[src/rtl/instr_encode_if.sv]
// Request/result bus of the instruction encoder.
//   Request: in_valid, in_ready, fmt, opcode, rd, rs1, rs2, funct3, funct7, imm
//   Result:  out_valid, out_ready, out_instr, out_err
// The master modport is the producer/consumer side; the slave modport is the encoder.
interface instr_encode_if;
    logic        in_valid;
    logic        in_ready;
    logic [2:0]  fmt;
    logic [6:0]  opcode;
    logic [4:0]  rd;
    logic [4:0]  rs1;
    logic [4:0]  rs2;
    logic [2:0]  funct3;
    logic [6:0]  funct7;
    logic [31:0] imm;
    logic        out_valid;
    logic        out_ready;
    logic [31:0] out_instr;
    logic        out_err;

    modport master (
        output in_valid, fmt, opcode, rd, rs1, rs2, funct3, funct7, imm, out_ready,
        input  in_ready, out_valid, out_instr, out_err
    );

    modport slave (
        input  in_valid, fmt, opcode, rd, rs1, rs2, funct3, funct7, imm, out_ready,
        output in_ready, out_valid, out_instr, out_err
    );
endinterface

[src/rtl/instr_encode.sv]
// RV32I instruction encoder: checks that the immediate fits the format and
// packs fields into a 32-bit word. Unencodable requests yield NOP_WORD + out_err.
// One-deep valid/ready stage with saturating accept/error counters.
// Ports:
//   clk, reset  - clock, synchronous active-high reset
//   bus         - request/result handshake (instr_encode_if.slave)
//   enc_count   - accepted requests (saturating)
//   err_count   - accepted erroneous requests (saturating)
module instr_encode #(
    parameter int unsigned CNT_W    = 16,
    parameter logic [31:0] NOP_WORD = 32'h0000_0013
) (
    input  logic             clk,
    input  logic             reset,
    instr_encode_if.slave    bus,
    output logic [CNT_W-1:0] enc_count,
    output logic [CNT_W-1:0] err_count
);
    localparam int unsigned INSTR_W = 32;

    localparam logic [2:0] FMT_I = 3'b000;
    localparam logic [2:0] FMT_S = 3'b001;
    localparam logic [2:0] FMT_B = 3'b010;
    localparam logic [2:0] FMT_J = 3'b011;
    localparam logic [2:0] FMT_U = 3'b100;
    localparam logic [2:0] FMT_R = 3'b101;

    logic [INSTR_W-1:0] word_c;
    logic               err_c;
    logic [INSTR_W-1:0] packed_c;
    logic               accept_c;
    logic               drain_c;
    logic [31:0]        imm;

    assign imm          = bus.imm;
    assign bus.in_ready = !bus.out_valid || bus.out_ready;
    assign accept_c     = bus.in_valid && bus.in_ready;
    assign drain_c      = bus.out_valid && bus.out_ready;

    // Range check and field packing per format
    always_comb begin
        err_c    = 1'b0;
        packed_c = NOP_WORD;
        unique case (bus.fmt)
            FMT_I: begin
                err_c    = !((&imm[31:11]) || !(|imm[31:11]));
                packed_c = {imm[11:0], bus.rs1, bus.funct3, bus.rd, bus.opcode};
            end
            FMT_S: begin
                err_c    = !((&imm[31:11]) || !(|imm[31:11]));
                packed_c = {imm[11:5], bus.rs2, bus.rs1, bus.funct3, imm[4:0], bus.opcode};
            end
            FMT_B: begin
                err_c    = !((&imm[31:12]) || !(|imm[31:12])) || imm[0];
                packed_c = {imm[12], imm[10:5], bus.rs2, bus.rs1, bus.funct3,
                            imm[4:1], imm[11], bus.opcode};
            end
            FMT_J: begin
                err_c    = !((&imm[31:20]) || !(|imm[31:20])) || imm[0];
                packed_c = {imm[20], imm[10:1], imm[11], imm[19:12], bus.rd, bus.opcode};
            end
            FMT_U: begin
                err_c    = |imm[11:0];
                packed_c = {imm[31:12], bus.rd, bus.opcode};
            end
            FMT_R: begin
                packed_c = {bus.funct7, bus.rs2, bus.rs1, bus.funct3, bus.rd, bus.opcode};
            end
            default: begin
                err_c = 1'b1;
            end
        endcase
        word_c = err_c ? NOP_WORD : packed_c;
    end

    // Output register: accept reloads (even while draining), drain alone empties
    always_ff @(posedge clk) begin
        if (reset) begin
            bus.out_valid <= 1'b0;
            bus.out_instr <= '0;
            bus.out_err   <= 1'b0;
        end else if (accept_c) begin
            bus.out_valid <= 1'b1;
            bus.out_instr <= word_c;
            bus.out_err   <= err_c;
        end else if (drain_c) begin
            bus.out_valid <= 1'b0;
        end
    end

    // Saturating statistics
    always_ff @(posedge clk) begin
        if (reset) begin
            enc_count <= '0;
            err_count <= '0;
        end else if (accept_c) begin
            if (enc_count != '1) enc_count <= enc_count + CNT_W'(1);
            if (err_c && (err_count != '1)) err_count <= err_count + CNT_W'(1);
        end
    end
endmodule

[src/flat_wrapper.sv]
// flat-port wrapper written by rule: the top's interface ports become plain ports
module instr_encode_flat 
#(
    parameter int unsigned CNT_W    = 16,
    parameter logic [31:0] NOP_WORD = 32'h0000_0013
)
  (clk, reset, enc_count, err_count, bus_in_valid, bus_fmt, bus_opcode, bus_rd, bus_rs1, bus_rs2, bus_funct3, bus_funct7, bus_imm, bus_out_ready, bus_in_ready, bus_out_valid, bus_out_instr, bus_out_err);
  instr_encode_if bus_i ();
  input  logic clk;
  input  logic reset;
  output logic [CNT_W-1:0] enc_count;
  output logic [CNT_W-1:0] err_count;
  input wire logic [$bits(bus_i.in_valid)-1:0] bus_in_valid;
  input wire logic [$bits(bus_i.fmt)-1:0] bus_fmt;
  input wire logic [$bits(bus_i.opcode)-1:0] bus_opcode;
  input wire logic [$bits(bus_i.rd)-1:0] bus_rd;
  input wire logic [$bits(bus_i.rs1)-1:0] bus_rs1;
  input wire logic [$bits(bus_i.rs2)-1:0] bus_rs2;
  input wire logic [$bits(bus_i.funct3)-1:0] bus_funct3;
  input wire logic [$bits(bus_i.funct7)-1:0] bus_funct7;
  input wire logic [$bits(bus_i.imm)-1:0] bus_imm;
  input wire logic [$bits(bus_i.out_ready)-1:0] bus_out_ready;
  output wire logic [$bits(bus_i.in_ready)-1:0] bus_in_ready;
  output wire logic [$bits(bus_i.out_valid)-1:0] bus_out_valid;
  output wire logic [$bits(bus_i.out_instr)-1:0] bus_out_instr;
  output wire logic [$bits(bus_i.out_err)-1:0] bus_out_err;
  assign bus_i.in_valid = bus_in_valid;
  assign bus_i.fmt = bus_fmt;
  assign bus_i.opcode = bus_opcode;
  assign bus_i.rd = bus_rd;
  assign bus_i.rs1 = bus_rs1;
  assign bus_i.rs2 = bus_rs2;
  assign bus_i.funct3 = bus_funct3;
  assign bus_i.funct7 = bus_funct7;
  assign bus_i.imm = bus_imm;
  assign bus_i.out_ready = bus_out_ready;
  assign bus_in_ready = bus_i.in_ready;
  assign bus_out_valid = bus_i.out_valid;
  assign bus_out_instr = bus_i.out_instr;
  assign bus_out_err = bus_i.out_err;
  instr_encode #(.CNT_W(CNT_W), .NOP_WORD(NOP_WORD)) u_core (.clk(clk), .reset(reset), .bus(bus_i), .enc_count(enc_count), .err_count(err_count));
endmodule
[config.mk]
export PLATFORM = sky130hd
export DESIGN_NAME = instr_encode_flat
export DESIGN_NICKNAME = d
export VERILOG_FILES = /design/src/rtl/instr_encode_if.sv /design/src/rtl/instr_encode.sv /design/src/flat_wrapper.sv
export SDC_FILE = /design/constraint.sdc
export NUM_CORES = 1
export LEC_CHECK = 0
export ABC_AREA = 1
export CAP_MARGIN = 20
export CORE_MARGIN = 2
export CORE_UTILIZATION = 41
export CTS_CLUSTER_SIZE = 28
export DETAILED_ROUTE_END_ITERATION = 7
export GPL_TIMING_DRIVEN = 0
export PLACE_DENSITY = 0.75
export SYNTH_ARGS = -nofsm -noshare
export SYNTH_HDL_FRONTEND = slang
export SYNTH_SLANG_ARGS = --single-unit
[constraint.sdc]
create_clock -name clk -period 1.7 [get_ports clk]
set_input_delay 0.34 -clock clk [delete_from_list [all_inputs] [get_ports clk]]
set_output_delay 0.34 -clock clk [all_outputs]
set_load 0.02 [all_outputs]
# --- After elaboration in Yosys (flattened, before gate mapping) ---
# Index checks and enable logic that the tools add are counted.
op_classes:
  n_addsub: 2
  eq_ne: 7
  n_mux: 5
  reduce_logical: 28
op_table:
  columns: ["cell", "n"]
  rows:
  - ["32-bit one-hot mux with 6 select lines", 1]
  - ["16-bit by 1-bit adder with 16-bit output, second input constant", 2]
  - ["32-bit 2-to-1 mux", 1]
  - ["16-bit != test, second input constant", 2]
  - ["12-bit OR reduction", 2]
  - ["21-bit AND reduction", 1]
  - ["21-bit OR reduction", 1]
  - ["20-bit AND reduction", 1]
  - ["20-bit OR reduction", 1]
  - ["12-bit AND reduction", 1]
  - ["1-bit logical NOT", 7]
  - ["3-bit by 2-bit == test with 1-bit output, second input constant", 2]
  - ["3-bit == test, second input constant", 2]
  - ["1-bit logical OR", 6]
  - ["1-bit one-hot mux with 5 select lines", 1]
  - ["2-bit AND reduction", 2]
  - ["3-bit by 1-bit == test with 1-bit output, second input constant", 1]
  - ["1-bit logical AND", 3]
  - ["3-bit logical NOT", 1]
  - ["1-bit 2-to-1 mux", 2]
  - ["2-bit nonzero test", 1]
  - ["2-bit OR reduction", 1]
totals:
  register_bits: 66
  in_bits: 71

# --- Longest topological paths before layout ---
# Gate-level depths: netlist (run 1).
logic_depth:
  ltp_word: 8
  depth_mapped: 15
  depth_no_buf: 14

# --- Worst setup path before layout (run 1) ---
# Ideal clock, no wire load.
synth_timing:
  path_type: "reg2reg"
  startpoint: "reg u_core.err_count[0]"
  endpoint: "reg u_core.err_count[9]"
  setup_time_ns: 0.132
  arrival_ns: 1.745
  path_slack_ns: -0.178
  path_stages_with_launch: 13
  path_buffers: 0
  path_cell_list: "dfxtp_1 ha_1 nand2_1 nor3_1 nand2_1 nor2_1 nand2_2 nand2_1 nor2_1 nand3_1 nand2_1 nand2_1 nor2_1"
synth_between:
  elab_chain_cells: 3
  word_cells_on_any_way: 4
synth_lines:
  columns: ["item", "line", "source"]
  rows:
  - ["start, declared", "instr_encode.sv:17", "output logic [CNT_W-1:0] err_count"]
  - ["start signal, assigned", "instr_encode.sv:98", "if (err_c && (err_count != '1)) err_count <= err_count + CNT_W'(1);"]
  - ["parallel branches: the longest is 3 deep, another holds 16-bit by 1-bit adder with 16-bit output", null, null]
# Several ways; the timed one is not identified.
# A chain may end at the register's enable or synchronous reset.

# --- Worst setup path after layout (run 1) ---
layout_timing:
  startpoint: "reg u_core.bus.out_instr[24]"
  endpoint: "out bus_out_instr[24]"
layout_rtl:
  columns: ["item", "line", "source"]
  rows:
  - ["start, declared", "instr_encode_if.sv:28", "output in_ready, out_valid, out_instr, out_err"]
  - ["start signal, assigned", "instr_encode.sv:84", "bus.out_instr <= word_c;"]
  - ["end, declared", "flat_wrapper.sv:25", "output wire logic [$bits(bus_i.out_instr)-1:0] bus_out_instr;"]
# No word-level cell between the ends.

==> out/qor.txt, run 1 <==
=====================================================================================
Final Cycle Share ......................................................       97.84%
GRT Overall Usage ......................................................       24.03%
Cell family contributing the most delay on the critical path ........... buffers and inverters
Slowest cell on crit path .............................................. sky130_fd_sc_hd__clkdlybuf4s50_1
Number of cell rows ....................................................           35
Multiplexer share of the synthesized area ..............................           0%
Core Footprint ......................................................... 0.009153 mm^2
Critical path buffers and inverters ....................................            1
FF+latch count, synth ..................................................           66
Total standard cell area after synthesis ............................... 0.003824 mm^2
# hold bufs at CTS .....................................................            0
Share of the yosys chip area belonging to registers ....................       34.55%
Highest signal layer in the routed design ..............................         met4
Worst Path Class, Setup ................................................      reg2out
Adder-cell share of the synthesized area ...............................      0.6545%
Detailed route wirelength on metal2 ....................................     6.273 mm
Main combinational cell family by area after synthesis ................. simple AND/OR/NAND/NOR gates
Data arrival at the endpoint of the critical path ......................      1320 ps
Type of origin of the critical path ....................................         flop
Port bufs ..............................................................          135
Number of buffers created by CTS .......................................            9
Outcome ................................................................ complete, no violations
Crit-path max FO .......................................................            2
Die Y ..................................................................     100.6 um
Metal3 WL ..............................................................       892 um
Xor and xnor area share after synthesis ................................      0.6872%
Drt first-iter violations ..............................................          202
Post-Route Setup TNS ...................................................         0 ps
Routed via count divided by cell count .................................        5.097
Mapped Nets ............................................................          695
Non-filler cells in the finished layout ................................          910
Inst Count DP ..........................................................          868
Static leakage .........................................................     2.870 nW
Switching power ........................................................     1.124 mW
Skew-Pair Late Insertion Delay .........................................       350 ps
DRC violations left ....................................................            0
Largest net degree at the start of global routing ......................           12
# clock sinks ..........................................................           66
First-pass iteration count of the detailed router ......................            7
Total Die Area ......................................................... 0.01011 mm^2
Final antenna diode count ..............................................            0
Setup violations, final ................................................            0
Fraction of power spent switching nets .................................       29.46%
Fraction of power consumed by sequential logic .........................        42.9%
Boundary Pins ..........................................................          138
Reg2reg setup slack ....................................................        70 ps
Overall die width ......................................................     100.6 um
Proportion of layout cells with a drive suffix above 1 .................       17.90%
Slew at the pin with the worst max-slew slack ..........................     647.7 ps
Final wirelength .......................................................     12.74 mm
Compound-Gate Fraction of Synth Area ...................................       14.14%
Power Dens Cells ....................................................... 639.4 mW/mm^2
Synthesized area per cell ..............................................   6.147 um^2
Worst supply voltage drop on vdd .......................................     306.0 uV
RSZ-0062 raised after global routing ...................................         true
Root Buffer Master ..................................................... sky130_fd_sc_hd__clkbuf_8
Minimum clock period after layout ......................................      1663 ps
Required time at the endpoint of the critical path .....................      1360 ps
Reported max-cap violation count .......................................            0
Overflow left after global routing .....................................            0
Final RePlAce weighted congestion ......................................       0.9966
Synth unique cells .....................................................           30
Global-route wire length before repair .................................     19.45 mm
Via count of the first global-routing pass .............................         4297
Clock buffer depth .....................................................            2
Post-synthesis share of cell area spent on and, or, nand and nor gates .       39.01%
Share of the core filled with cells ....................................       65.18%
Clock group share of total power .......................................        34.9%
Final antenna-violating net count ......................................            0
Detailed-route via count ...............................................         4638
Pins Over Slew Limit ...................................................            0
CTS tree ...............................................................        built
Slew headroom ..........................................................       56.82%
Type of the most critical hold path ....................................       in2reg
Clk_skew ...............................................................     10.66 ps
Yosys warns ............................................................            0
Met1 WL ................................................................     5.202 mm
Sequence of cells on the critical path ................................. clkdlybuf4s50_1
Register clock-pin slew on the reported worst setup and hold paths .....        70 ps
Number of nets in the layout ...........................................          868
Worst stage delay on the critical path .................................       620 ps
Antenna violations before repair .......................................            0
Fmax ...................................................................   0.6012 GHz
Cell Int Power .........................................................     2.690 mW
Post-synthesis cell count ..............................................          622
HPWL Detailed ..........................................................     9.379 mm
Number of H-tree levels ................................................            3
Synth-to-layout area growth ............................................       56.02%
Routed length per instance .............................................     13.99 um
Starting density of the core ...........................................       41.78%
Combinational power share ..............................................        22.2%
Critical Path Sink Type ................................................  output port
Endpoints failing hold .................................................            0
=====================================================================================
==> layer usage <==
layer	vias up	track usage (%)
li1	2315	-
met1	2082	28.88
met2	203	42.18
met3	38	5.062
met4	0	8.851
met5	-	0
==> cell usage after synthesis <==
cell | instances | area (um^2)
sky130_fd_sc_hd__inv_1 | 78 | 292.8
sky130_fd_sc_hd__a21oi_1 | 34 | 170.2
sky130_fd_sc_hd__nor3b_1 | 2 | 15.01
sky130_fd_sc_hd__o21ai_1 | 1 | 5.000
sky130_fd_sc_hd__o21a_1 | 1 | 7.510
sky130_fd_sc_hd__nand2_1 | 202 | 758.2
sky130_fd_sc_hd__nor4_1 | 1 | 6.260
sky130_fd_sc_hd__buf_12 | 1 | 20.02
sky130_fd_sc_hd__buf_2 | 4 | 20.02
sky130_fd_sc_hd__o2111ai_1 | 1 | 8.760
sky130_fd_sc_hd__o211ai_1 | 5 | 37.54
sky130_fd_sc_hd__a21oi_2 | 10 | 87.58
sky130_fd_sc_hd__nand3_2 | 2 | 20.02
sky130_fd_sc_hd__clkbuf_1 | 9 | 33.78
sky130_fd_sc_hd__buf_4 | 2 | 15.01
sky130_fd_sc_hd__nand3_1 | 26 | 130.1
sky130_fd_sc_hd__o21ai_0 | 36 | 180.2
sky130_fd_sc_hd__buf_1 | 3 | 11.26
sky130_fd_sc_hd__nand2_2 | 15 | 93.84
sky130_fd_sc_hd__o221ai_1 | 5 | 43.79
sky130_fd_sc_hd__xor2_1 | 2 | 17.52
sky130_fd_sc_hd__dfxtp_1 | 66 | 1321
sky130_fd_sc_hd__nor2_4 | 1 | 11.26
sky130_fd_sc_hd__nor2_1 | 81 | 304.0
sky130_fd_sc_hd__ha_1 | 2 | 25.02
sky130_fd_sc_hd__inv_2 | 4 | 15.01
sky130_fd_sc_hd__nor3_1 | 8 | 40.04
sky130_fd_sc_hd__buf_6 | 1 | 11.26
sky130_fd_sc_hd__nand4_1 | 18 | 112.6
sky130_fd_sc_hd__xnor2_1 | 1 | 8.760
==> worst min-delay path: cells and delay by family <==
kind            cells  cell delay [ps]
simple gates        3              180
buf+inv             1              110
compound gates      1               50
==> metrics by stage <==
stage               area (um^2)  setup slack (ps)  hold slack [ps]  power (mW)
CTS                        5690             1.405            441.8       3.763
detailed placement         5323            -694.5            456.5       2.427
global placement           5323            -658.3            453.6       2.415
global route               5966            -53.65            427.0       3.980
finish                     5966             36.67            374.5       3.814
floorplan                  3832             5.326            470.9       2.049
==> final cells by class <==
cell class	count	area, um^2
fill	833	3187
multi-input combinational	454	2278
timing repair buffer	162	1575
sequential	66	1335
inverter	82	307.8
tap	111	138.9
clock buffer	10	137.6
buffer	20	137.6
clock inverter	5	55.05
==> cells by family (layout without fill, tap and decap cells) <==
logic type,after synthesis,in the layout
AOI/OAI and AO/OA,93,93
xor gates and xnor gates,3,3
adders and majority gates,2,2
buffers and inverters,102,279
DFF,66,66
and+or+nand+nor,356,356
==> registers in the layout, indices dropped and copies added (netlist names) <==
name,count
u_core.bus.out_instr,32
u_core.enc_count,16
u_core.err_count,16
u_core.bus.out_err,1
u_core.bus.out_valid,1
==> final timing paths <==
path                                  from                        to  cells past startpoint
setup reg to reg       u_core.err_count[0]      u_core.err_count[15]                     11
hold reg to reg   u_core.bus.out_instr[17]  u_core.bus.out_instr[17]                      2
hold / removal                 bus_imm[18]  u_core.bus.out_instr[18]                      5
setup / recovery  u_core.bus.out_instr[24]         bus_out_instr[24]                      1
==> layout by cell type (no fill, tap or decap), drive strengths merged <==
| cell | synthesis | routed |
|---|---|---|
| o221ai | 5 | 5 |
| clkdlybuf4s15 | 0 | 11 |
| inv | 82 | 82 |
| buf | 11 | 38 |
| xor2 | 2 | 2 |
| dlygate4sd2 | 0 | 29 |
| ha | 2 | 2 |
| clkinv | 0 | 2 |
| nor3b | 2 | 2 |
| o21a | 1 | 1 |
| dfxtp | 66 | 66 |
| clkdlybuf4s50 | 0 | 69 |
| nor2 | 82 | 82 |
| nor4 | 1 | 1 |
| nand3 | 28 | 28 |
| a21oi | 44 | 44 |
| nor3 | 8 | 8 |
| clkinvlp | 0 | 2 |
| o2111ai | 1 | 1 |
| o211ai | 5 | 5 |
| dlymetal6s2s | 0 | 19 |
| xnor2 | 1 | 1 |
| bufinv | 0 | 1 |
| nand2 | 217 | 217 |
| o21ai | 37 | 37 |
| clkbuf | 9 | 26 |
| nand4 | 18 | 18 |
==> power groups by stage <==
stage / logic (mW) / registers, mW / clock network (mW)
floorplan: 0.330 / 1.72 / 0
CTS: 0.787 / 1.63 / 1.34
global route: 0.924 / 1.64 / 1.42
detailed placement: 0.760 / 1.67 / 0
finish: 0.847 / 1.64 / 1.33
global placement: 0.750 / 1.67 / 0
==> what timing repair did <==
item                                    in CTS  in global routing
buffers inserted                            12                 12
resized for setup                           83                 88
cloned                                       1                  2
pin swaps                                   20                 30
endpoints found under the hold margin        0                  0
endpoints found under the setup margin      75                 79
Note: power is estimated with default switching activity, not from simulation.
==> run 2, diff against run 1 <==
- SKIP_CTS_REPAIR_TIMING: unset -> 1
==> run 2 against run 1 <==
The flow now finishes with violations (negative setup slack). Sequential power about the same. Design area increased by 1.9%. Via count increased by 0.26%. Non-clock buffer count decreased by 13. Sequential share of layout area decreased by 0.48 points. Largest cell class unchanged.
==> out/qor.txt, run 2 (synthesis results as in run 1) <==
=================================================================================
Proportion of layout cells with a drive suffix above 1 .............       16.26%
Synth-to-layout area growth ........................................       59.00%
Routed length per instance .........................................     14.37 um
Worst Path Class, Setup ............................................      reg2reg
FILL cells .........................................................          788
Setup violations, final ............................................            6
Die Y ..............................................................     100.6 um
# clock sinks ......................................................           66
Type of origin of the critical path ................................         flop
Final wirelength ...................................................     12.91 mm
Reg2reg setup slack ................................................      -100 ps
Number of buffers created by CTS ...................................            9
Skew-Pair Late Insertion Delay .....................................       350 ps
DRC violations left ................................................            0
Worst setup margin .................................................    -101.7 ps
Routed via count divided by cell count .............................        5.178
Post-placement setup slack .........................................    -694.5 ps
Post-Route Setup TNS ...............................................    -215.3 ps
RSZ-0062 raised after global routing ...............................         true
Fraction of power spent switching nets .............................       29.49%
Cell Int Power .....................................................     2.677 mW
Number of flip-flops in the largest register .......................           32
Violations in the final reports .................................... negative setup slack
Reported max-cap violation count ...................................            0
Power Dens Cells ................................................... 624.5 mW/mm^2
Largest registers .................................................. u_core.bus.out_instr (32), u_core.enc_count (16), u_core.err_count (16)
Pins Over Slew Limit ...............................................            0
Antenna violations before repair ...................................            0
Minimum clock period after layout ..................................      1802 ps
Final antenna-violating net count ..................................            0
Worst supply voltage drop on vdd ...................................     310.1 uV
Number of cell rows ................................................           35
Via count of the first global-routing pass .........................         4140
Required time at the endpoint of the critical path .................      1920 ps
Boundary Pins ......................................................          138
Endpoints failing hold .............................................            0
CTS tree ...........................................................        built
Register with the most flip-flops .................................. u_core.bus.out_instr
Largest net degree at the start of global routing ..................           12
Non-filler cells in the finished layout ............................          898
Final Cycle Share ..................................................       106.0%
Number of nets in the layout .......................................          856
Root Buffer Master ................................................. sky130_fd_sc_hd__clkbuf_8
GRT Overall Usage ..................................................       23.11%
Fraction of power consumed by sequential logic .....................        43.1%
Final antenna diode count ..........................................            0
Final RePlAce weighted congestion ..................................       0.9966
Static leakage .....................................................     3.278 nW
Outcome ............................................................ complete, but fails checks
Register clock-pin slew on the reported worst setup and hold paths .        80 ps
Combinational power share ..........................................        21.9%
HPWL Detailed ......................................................     9.379 mm
Starting density of the core .......................................       41.78%
Type of the most critical hold path ................................       in2reg
Most used cells in the layout excluding fill and tap cells ......... 187 x sky130_fd_sc_hd__nand2_1, 70 x sky130_fd_sc_hd__inv_1, 68 x sky130_fd_sc_hd__nor2_1, 68 x sky130_fd_sc_hd__clkdlybuf4s50_1, 66 x sky130_fd_sc_hd__dlymetal6s2s_1
Clock buffer depth .................................................            2
Global-route wire length before repair .............................     18.80 mm
Inst Count DP ......................................................          868
First-pass iteration count of the detailed router ..................            7
Post-layout power ..................................................     3.797 mW
Data arrival at the endpoint of the critical path ..................      2020 ps
Number of H-tree levels ............................................            3
Overall die width ..................................................     100.6 um
Critical Path Sink Type ............................................         flop
Drt first-iter violations ..........................................          174
Port bufs ..........................................................          135
Total Die Area ..................................................... 0.01011 mm^2
Crit-path max FO ...................................................            5
Core Footprint ..................................................... 0.009153 mm^2
Most common library cell in the layout ignoring fill and taps ...... sky130_fd_sc_hd__nand2_1
Slew at the pin with the worst max-slew slack ......................     625.9 ps
Clock group share of total power ...................................        35.0%
Switching power ....................................................     1.120 mW
Slew headroom ......................................................       58.27%
Fmax ...............................................................   0.5550 GHz
Overflow left after global routing .................................            0
Detailed-route via count ...........................................         4650
Clk_skew ...........................................................     10.01 ps
Share of the core filled with cells ................................       66.43%
=================================================================================
-- run 2: cell types whose count changed in the layout (fill, tap and decap cells not counted), sizes merged --
cell	delta
dlygate4sd2	-29
buf	-15
clkbuf	-4
clkdlybuf4s15	-11
nand3	+1
dlymetal6s2s	+47
clkdlybuf4s50	-1
-- run 2: layer usage --
layer  up-vias  wire [um]  global-route usage [%]
met2       226       6252                   40.27
li1       2292          -                       -
met3        55        892                   4.924
met5         -          0                       0
met1      2077       5265                   28.45
met4         0        497                   7.376
-- run 2: stage by stage --
stage / hold WS [ps] / cell area [um^2]
finish: 403.4 / 6080
global route: 430.1 / 6080
CTS: 442.4 / 5515
detailed placement: 456.5 / 5323
global placement: 453.6 / 5323
floorplan: 470.9 / 3832
-- run 2: power groups by stage --
stage	clock, mW	combinational [mW]	sequential (mW)
3_3_place_gp	0	0.750	1.67
2_1_floorplan	0	0.330	1.72
6_report	1.33	0.830	1.64
5_1_grt	1.41	0.904	1.64
3_5_place_dp	0	0.760	1.67
4_1_cts	1.34	0.763	1.63
-- run 2: final timing paths --
path / from / endpoint / cells past startpoint
worst min-delay path: bus_imm[17] / u_core.bus.out_instr[17] / 5
worst max-delay path: u_core.err_count[2] / u_core.err_count[9] / 9
worst max register to register: u_core.err_count[2] / u_core.err_count[9] / 9
worst min register to register: u_core.bus.out_instr[17] / u_core.bus.out_instr[17] / 2
-- run 2: area by class of cell --
cell class / count / area, um^2 / share of cell area, %
Clock inverter: 5 / 55.05 / 0.9055
Timing Repair Buffer: 149 / 1653 / 27.19
Tap cell: 111 / 138.9 / 2.284
Buffer: 20 / 137.6 / 2.264
Sequential cell: 66 / 1331 / 21.90
Clock buffer: 10 / 137.6 / 2.264
Multi-Input combinational cell: 455 / 2316 / 38.09
Inverter: 82 / 310.3 / 5.104
-- run 2: worst max-delay path, cell delays in order (launching register included) --
cell	delay, ps
sky130_fd_sc_hd__dfxtp_1	450
sky130_fd_sc_hd__nand3_1	150
sky130_fd_sc_hd__inv_1	140
sky130_fd_sc_hd__nand4_1	220
sky130_fd_sc_hd__nor2_1	300
sky130_fd_sc_hd__nand2_4	100
sky130_fd_sc_hd__nor2_4	100
sky130_fd_sc_hd__nand4_1	100
sky130_fd_sc_hd__nand2_1	80
sky130_fd_sc_hd__nor2_1	30
==> run 3, diff against run 2 <==
- CORE_UTILIZATION: 41 -> 40
- MAX_ROUTING_LAYER: unset -> met4
- PLACE_DENSITY: 0.75 -> 0.79
==> run 3 against run 2 <==
The run still ends with negative setup slack left. Sequential power about the same. Sequential share of layout area shrank 0.31 points. Hold slack better by 30 ps. Utilization is 0.95 points higher. Combinational power increased by 2.5%. Register-to-register slack about the same. Clock power rose by 13%. Count of clock-buffer cells in the layout rose by 1. Critical path depth is 3 higher. Design area is 2.4% higher. Die area is 2.4% higher. Largest power group unchanged. Highest routed layer unchanged.
==> out/qor.txt, run 3 (synthesis results as in run 1) <==
=================================================================================
Startpoint of the worst hold path ..................................  bus_imm[12]
Boundary Pins ......................................................          138
Slew headroom ......................................................       54.30%
Type of origin of the critical path ................................         flop
Share of the core filled with cells ................................       67.38%
Total Die Area ..................................................... 0.01036 mm^2
Type of the most critical hold path ................................       in2reg
Port bufs ..........................................................          135
Detailed-route via count ...........................................         4739
Synth-to-layout area growth ........................................       62.83%
Most used cells in the layout excluding fill and tap cells ......... 186 x sky130_fd_sc_hd__nand2_1, 69 x sky130_fd_sc_hd__clkdlybuf4s50_1, 68 x sky130_fd_sc_hd__nor2_1
Worst Path Class, Setup ............................................      reg2reg
Crit-path max FO ...................................................            8
Endpoints failing hold .............................................            0
# clock sinks ......................................................           66
Reg2reg setup slack ................................................      -100 ps
Routed via count divided by cell count .............................        5.140
Launching point of the worst reg2reg path .......................... u_core.err_count[0]
CTS tree ...........................................................        built
Pins Over Slew Limit ...............................................            0
Critical Path Sink Type ............................................         flop
Slowest cell on crit path .......................................... sky130_fd_sc_hd__dfxtp_4
Clock buffer depth .................................................            2
Register clock-pin slew on the reported worst setup and hold paths .        80 ps
Static leakage .....................................................     3.310 nW
Violations in the final reports .................................... negative setup slack
Antenna violations before repair ...................................            0
Count of cells along the worst hold path ...........................            5
Post-Route Setup TNS ...............................................    -610.4 ps
Clk_skew ...........................................................     9.822 ps
Number of H-tree levels ............................................            3
Reported max-cap violation count ...................................            0
Setup violations, final ............................................           11
Largest registers .................................................. u_core.bus.out_instr (32), u_core.enc_count (16), u_core.err_count (16)
Most prevalent standard cell on the critical path .................. sky130_fd_sc_hd__nand2_4
Post-placement setup slack .........................................    -699.3 ps
Data arrival at the endpoint of the critical path ..................      2020 ps
Final RePlAce weighted congestion ..................................       0.9546
GRT Overall Usage ..................................................       24.69%
Minimum clock period after layout ..................................      1805 ps
Overall die width ..................................................     101.8 um
Required time at the endpoint of the critical path .................      1910 ps
Final wirelength ...................................................     13.54 mm
Largest net degree at the start of global routing ..................           12
RSZ-0062 raised after global routing ...............................         true
Register with the most flip-flops .................................. u_core.bus.out_instr
Number of buffers created by CTS ...................................            9
Final antenna-violating net count ..................................            0
Die Y ..............................................................     101.8 um
Starting density of the core .......................................       41.38%
Power Dens Cells ................................................... 640.8 mW/mm^2
Number of nets in the layout .......................................          861
Sequence of cells on the critical path ............................. ha_4, nand2_4, nor3_4, nand2_2, nor2_4, nand2_4, nand2_4, inv_2, nand3_2, nand2_1, nand2_1, nor2_1
Worst supply voltage drop on vdd ...................................     435.1 uV
Overflow left after global routing .................................            0
Drt first-iter violations ..........................................          212
Number of cell rows ................................................           35
Root Buffer Master ................................................. sky130_fd_sc_hd__clkbuf_8
Most common library cell in the layout ignoring fill and taps ...... sky130_fd_sc_hd__nand2_1
Hold Crit Endpoint ................................................. u_core.bus.out_instr[12]
Outcome ............................................................ complete, but fails checks
Via count of the first global-routing pass .........................         4309
Global-route wire length before repair .............................     19.73 mm
Proportion of layout cells with a drive suffix above 1 .............       18.92%
Number of flip-flops in the largest register .......................           32
Worst setup margin .................................................    -104.8 ps
Logic depth of the worst register-to-register path .................           12
Slew at the pin with the worst max-slew slack ......................     685.4 ps
Worst stage delay on the critical path .............................       390 ps
DRC violations left ................................................            0
HPWL Detailed ......................................................     9.532 mm
Final Cycle Share ..................................................       106.2%
Final antenna diode count ..........................................            0
First-pass iteration count of the detailed router ..................            5
Fmax ...............................................................   0.5541 GHz
Skew-Pair Late Insertion Delay .....................................       340 ps
Routed length per instance .........................................     14.68 um
Destination of the worst register-to-register timing path .......... u_core.err_count[7]
Core Footprint ..................................................... 0.009240 mm^2
=================================================================================
-- run 3: layer usage --
metal	global-route usage [%]	wire (um)	vias up
li1	-	-	2308
met1	31.69	5597	2143
met2	40.03	6620	250
met3	3.520	971	38
met4	7.796	347	0
met5	-	0	-
-- run 3: worst max-delay path: cells and delay by family, from the launching register on --
family	cells	cell delay [ps]
DFF	1	390
and+or+nand+nor	10	1090
buffers and inverters	1	40
adders and majority gates	1	160
-- run 3: final cells by class --
class | count | area (um^2)
Clock buffer | 11 | 141.4
Inverter | 82 | 316.6
Tap cell | 129 | 161.4
Fill cell | 793 | 3014
Timing Repair Buffer | 154 | 1692
Buffer | 20 | 133.9
Multi-Input combinational cell | 455 | 2360
Clock inverter | 5 | 77.57
Sequential cell | 66 | 1344
-- run 3: worst max path at each step --
stage                   startpoint                       to  slack (ps)
2_1_floorplan  u_core.enc_count[1]     u_core.enc_count[13]           5
3_5_place_dp            bus_fmt[1]  u_core.bus.out_instr[3]        -700
6_report       u_core.err_count[0]      u_core.err_count[7]        -100
3_3_place_gp            bus_fmt[1]  u_core.bus.out_instr[7]        -680
4_1_cts                 bus_fmt[1]  u_core.bus.out_instr[3]        -340
5_1_grt        u_core.err_count[0]      u_core.err_count[7]        -170
-- run 3: where the power goes --
part | total [mW] | switching [mW] | leakage, nW | internal, mW
Combinational | 0.851 | 0.462 | 2.66 | 0.389
Sequential | 1.64 | 0.0450 | 0.541 | 1.59
Clock | 1.50 | 0.638 | 0.109 | 0.862
Total | 3.99 | 1.14 | 3.31 | 2.84
-- run 3: through the flow --
step                      hold WS (ps)  total power, mW  instance area, um^2  std cells
after floorplan                  470.9            2.049                 3832        622
after global placement           453.5            2.423                 5345        886
after detailed placement         457.8            2.433                 5345        886
after CTS                        429.4            3.907                 5564        902
after global routing             448.0            4.164                 6226        922
final                            433.8            3.989                 6226        922
